`src/rtl/wb_reg_file_pkg.sv`:
```
// Shared sizing constants for the writeback register file and
// the MEM/WB and ID stages that feed it.
package wb_reg_file_pkg;

  localparam int DATA_WIDTH        = 32;
  localparam int REG_ADDR_WIDTH    = 5;
  localparam int NUM_REGS          = 32;
  localparam int WRITE_COUNT_WIDTH = 16;

  typedef logic [DATA_WIDTH-1:0]        data_t;
  typedef logic [REG_ADDR_WIDTH-1:0]    reg_addr_t;
  typedef logic [WRITE_COUNT_WIDTH-1:0] write_count_t;

endpackage

```
`src/rtl/wb_reg_file_wb_select.sv`:
```
// wb_select: writeback value mux (memory load data vs ALU result).
// Ports: mem_to_reg, mem_data, alu_result in; write_data out.
module wb_select
  import wb_reg_file_pkg::*;
(
  input  logic  mem_to_reg,
  input  data_t mem_data,
  input  data_t alu_result,
  output data_t write_data
);

  assign write_data = mem_to_reg ? mem_data : alu_result;

endmodule

```
`src/rtl/wb_reg_file.sv`:
```
// wb_reg_file: 32x32 register file with writeback select, two
// combinational read ports and a committed-write counter.
// Ports: clk, rst (async, active high); MEM/WB writeback inputs;
// ID read addresses; readData1/2, writeDataOut, writeCount out.
// Optional macro WB_REG_FILE_BYPASS_EN: same-cycle write-to-read
// bypass for nonzero destination registers.
module wb_reg_file
  import wb_reg_file_pkg::*;
(
  input  logic         clk,
  input  logic         rst,
  input  logic         WriteRegIn,
  input  logic         MemToRegIn,
  input  data_t        dataMemoryDataIn,
  input  data_t        ALUResultIn,
  input  reg_addr_t    registerIn,
  input  reg_addr_t    readReg1,
  input  reg_addr_t    readReg2,
  output data_t        readData1,
  output data_t        readData2,
  output data_t        writeDataOut,
  output write_count_t writeCount
);

  data_t regs [NUM_REGS];
  logic  commit;

  wb_select u_wb_select (
    .mem_to_reg (MemToRegIn),
    .mem_data   (dataMemoryDataIn),
    .alu_result (ALUResultIn),
    .write_data (writeDataOut)
  );

  // r0 is never a commit target, so it stays at its reset value.
  assign commit = WriteRegIn && (registerIn != '0);

  always_ff @(posedge clk or posedge rst) begin
    if (rst) begin
      for (int i = 0; i < NUM_REGS; i++)
        regs[i] <= '0;
      writeCount <= '0;
    end else if (commit) begin
      regs[registerIn] <= writeDataOut;
      writeCount       <= writeCount + 1'b1;
    end
  end

  always_comb begin
    readData1 = regs[readReg1];
    readData2 = regs[readReg2];
`ifdef WB_REG_FILE_BYPASS_EN
    // commit already excludes r0, so r0 is never bypassed.
    if (commit && (readReg1 == registerIn))
      readData1 = writeDataOut;
    if (commit && (readReg2 == registerIn))
      readData2 = writeDataOut;
`endif
  end

endmodule

```
`config.mk`:
```
export PLATFORM = sky130hd
export DESIGN_NAME = wb_reg_file
export DESIGN_NICKNAME = d
export VERILOG_FILES = /design/src/rtl/wb_reg_file_pkg.sv /design/src/rtl/wb_reg_file_wb_select.sv /design/src/rtl/wb_reg_file.sv
export SDC_FILE = /design/constraint.sdc
export NUM_CORES = 2
export LEC_CHECK = 0
export CAP_MARGIN = 20
export CORE_UTILIZATION = 60
export DETAILED_ROUTE_END_ITERATION = 7
export GPL_ROUTABILITY_DRIVEN = 0
export PLACE_DENSITY = 0.78
export RECOVER_POWER = 100
export SLEW_MARGIN = 20
export SYNTH_ARGS = -nofsm -noshare
export SYNTH_HDL_FRONTEND = slang
export SYNTH_HIERARCHICAL = 1
export SYNTH_SLANG_ARGS = --single-unit
```
`constraint.sdc`:
```
create_clock -name clk -period 99.9 [get_ports clk]
set_input_delay 19.98 -clock clk [delete_from_list [all_inputs] [get_ports clk]]
set_output_delay 19.98 -clock clk [all_outputs]
set_load 0.02 [all_outputs]
```
==> flow_metrics.py <==
metrics = {
    "clock_tree": {
        "cts_root_buffer": "clkbuf_16",
        "cts.clk_slew.worst_paths_ns": 0.05,
        "cts_tree": "yes",
        "post_cts_buffers": 0,
        "cts_hold_buf": 0,
        "cts-resized-gates": 0,
        "ctsLongestPathBuffers": 3,
        "cts_buffers": 110,
        "cts_num_sinks": 1040,
        "clk_latency_ns": 0.67,
        "h-tree-depth": 3,
    },
    "critical_path": {
        "critPathMaxStageDelay_ns": 4.80,
        "reg2regPathDepth": 5,
        "cp_num_buf_inv": 6,
        "path_class": "in -> out",
        "cp_common_cell": "clkbuf_1",
        "timing.rr.end": "writeCount[15]",
        "cpLargestDelayFamily": "buffers and inverters",
        "r2r-start": "writeCount[5]",
        "endpoint_kind": "output port",
        "cp_slowest_cell": "clkbuf_1",
        "start_kind": "input pin",
        "path_depth": 11,
        "critPathArrivalTime_ns": 39.30,
        "crit_fanout": 89,
        "cp.required_ns": 79.92,
        "r2r_slack_ns": 98.41,
        "crit_chain": "clkbuf_1 -> clkbuf_1 -> clkbuf_1 -> clkbuf_1 -> clkbuf_1 -> mux2i_1 -> a22o_1 -> nor3_1 -> a31oi_1 -> nand3_1 -> dlygate4sd3_1",
    },
    "synthesis": {
        "synth_nets": 4781,
        "syn-cell-area_um2": 56500,
        "synth_cell_types": 35,
        "synth_cells": 4697,
        "postSynthAreaPerCell_um2": 12.0,
        "yosysWarnings": 6,
        "yosysSeqAreaShare": 0.460,
        "ys_seq_elements": 1040,
    },
    "global_routing": {
        "grt_max_degree": 129,
        "gr-total-overflow": 0,
        "grt_pass1_vias": 40186,
        "grt_pass1_wl_um": 245000,
        "grt_antenna_before_repair": 1,
        "grt.total_usage": 0.339,
    },
    "job": {
        "cap_violations": 71,
    },
    "placed_design": {
        "dp_cells": 5743,
        "place_area_um2": 58900,
        "numPortBuffers": 194,
        "dp_hpwl_um": 84200,
    },
    "drt": {
        "via_per_inst": 6.71,
        "antenna_left": 0,
        "vias": 39862,
        "drt-total-wl_um": 163000,
        "first_pass_iters": 6,
        "drc_errors": 0,
        "routedWlPerCell_um": 27.4,
        "drt_iter0_markers": 3949,
    },
    "sta": {
        "timing.slew.headroom": -4.33,
        "period_minus_slack_ns": 59.28,
        "drv_slew": 3040,
        "fmax_mhz": 16.9,
        "tns_ns": 0,
        "finalClockSkew_ns": 0.00664,
        "worst_pin_slew_ns": 8.00,
        "min_period_over_period": 0.593,
        "setup_viol": 0,
        "final_hold_viol_count": 0,
        "rsz0062_at_grt": "no",
    },
    "floorplanning": {
        "rows": 112,
        "io_pins": 195,
        "start_util": 0.606,
        "core-area_um2": 93300,
        "die_h_um": 309,
        "die_width_um": 309,
        "dieArea_um2": 95400,
    },
    "worst_hold_path": {
        "hold_start": "regs[1011]",
        "whs_endpoint": "regs[1011]",
        "holdCritPathClass": "reg -> reg",
        "hold_path_depth": 0,
    },
    "cells_and_area": {
        "layout.nets": 4686,
        "area_growth_syn_to_layout_pct": 9.85,
        "diodes": 0,
        "finalNonFillerCells": 5940,
        "drive_gt1_frac": 0.260,
        "final_area_um2": 62100,
    },
    "power": {
        "ir_worst_vdd_mv": 0.0143,
        "powerDensity_nw_per_um2": 20.1,
        "leakagePower_nw": 29.2,
    },
    "outcome": {
        "violations": "max-capacitance violations, max-slew violations",
        "outcome": "finished with violations",
    },
}
==> logic make-up (layout without fill, tap and decap cells) <==
| group | Yosys count | count (layout) | share of synthesized area |
|---|---|---|---|
| compound gates | 577 | 577 | 0.0696 |
| xor+xnor | 15 | 15 | 0.00232 |
| fa+ha+maj | 1 | 1 | 0.000221 |
| buf+inv | 483 | 472 | 0.0363 |
| flops | 1040 | 1040 | 0.460 |
| mux | 2049 | 2049 | 0.388 |
| simple gates | 532 | 532 | 0.0436 |
==> how the worst max path moves through the flow <==
stage,slack (ns),to,from
floorplan,50.65,regs[0],rst
detailed placement,54.01,readData2[21],readReg2[1]
global route,39.88,readData2[22],readReg2[1]
CTS,54.00,readData2[21],readReg2[1]
global placement,54.10,readData2[22],readReg2[1]
finish,40.62,readData2[22],readReg2[1]
==> sequential cells by signal, indices dropped and copies added (netlist names) <==
register	count
regs	1024
writeCount	16
==> per-stage QoR <==
step	worst slack, ns	util	hold WS [ns]	total power [mW]
2_1_floorplan	50.65	-	0.449	0.761
3_3_place_gp	54.10	0.631	0.384	0.819
3_5_place_dp	54.01	0.631	0.388	0.834
4_1_cts	54.00	0.670	0.404	1.25
5_1_grt	39.88	0.665	0.411	1.30
6_report	40.62	0.665	0.400	1.25
==> layout by cell type, fill, tap and decap left out, types with 64 or more instances in the layout <==
cell and instances:
a21oi_1 192, dlygate4sd3_1 67, a31oi_1 64, clkbuf_16 113, clkdlybuf4s50_1 124, nand2_1 209
nand3_1 198, mux2_2 990, clkbuf_1 79, nor3_1 65, a22o_1 128, a22oi_1 192
dfrtp_1 1040, mux2i_1 1024
==> per-layer routing <==
layer,wire [µm],GRT usage
met4,6180,0.130
met1,67700,0.466
met3,12200,0.0494
met5,13,0
met2,76600,0.546
==> power by group <==
part           switching [mW]  total, mW  internal (mW)
sequential             0.0664      0.573          0.507
combinational           0.121      0.261          0.140
clock                   0.172      0.416          0.244
total                   0.359       1.25          0.892
==> synthesized netlist by cell type <==
master,count,area [µm²]
mux2i_1,1024,10200
nor2b_1,4,25.0
buf_12,3,60.1
or2_2,3,18.8
ha_1,1,12.5
dfrtp_1,1040,26000
xnor2_1,13,114
inv_1,1,3.75
clkbuf_1,260,976
buf_2,146,731
nand4b_1,3,26.3
mux2_1,1,11.3
and3_1,5,31.3
a21oi_1,192,961
a31oi_1,64,400
a22oi_1,192,1440
nand3_1,198,991
nand2b_1,4,25.0
and4_1,3,26.3
mux2_2,994,11200
nor3b_1,3,22.5
a21boi_1,1,7.51
buf_6,1,11.3
nand2_1,216,811
nor3_1,65,325
and2_1,2,12.5
nand4_1,4,25.0
mux2_4,30,450
nand3b_1,4,30.0
xor2_1,2,17.5
buf_1,72,270
nor2_1,16,60.1
and3b_1,1,8.76
a22o_1,128,1120
nor4b_4,1,23.8
==> final cells by class <==
type                    instances  area (µm²)
repair buffers                275        2370
well taps                    1254        1570
multi-input cells            3174       28400
fillers                      7088       31200
flip-flops and latches       1040       26000
clock inverters                36         397
clock buffers                 160        3280
inverters                       1        5.00
Power figures use the tool's default switching activity.
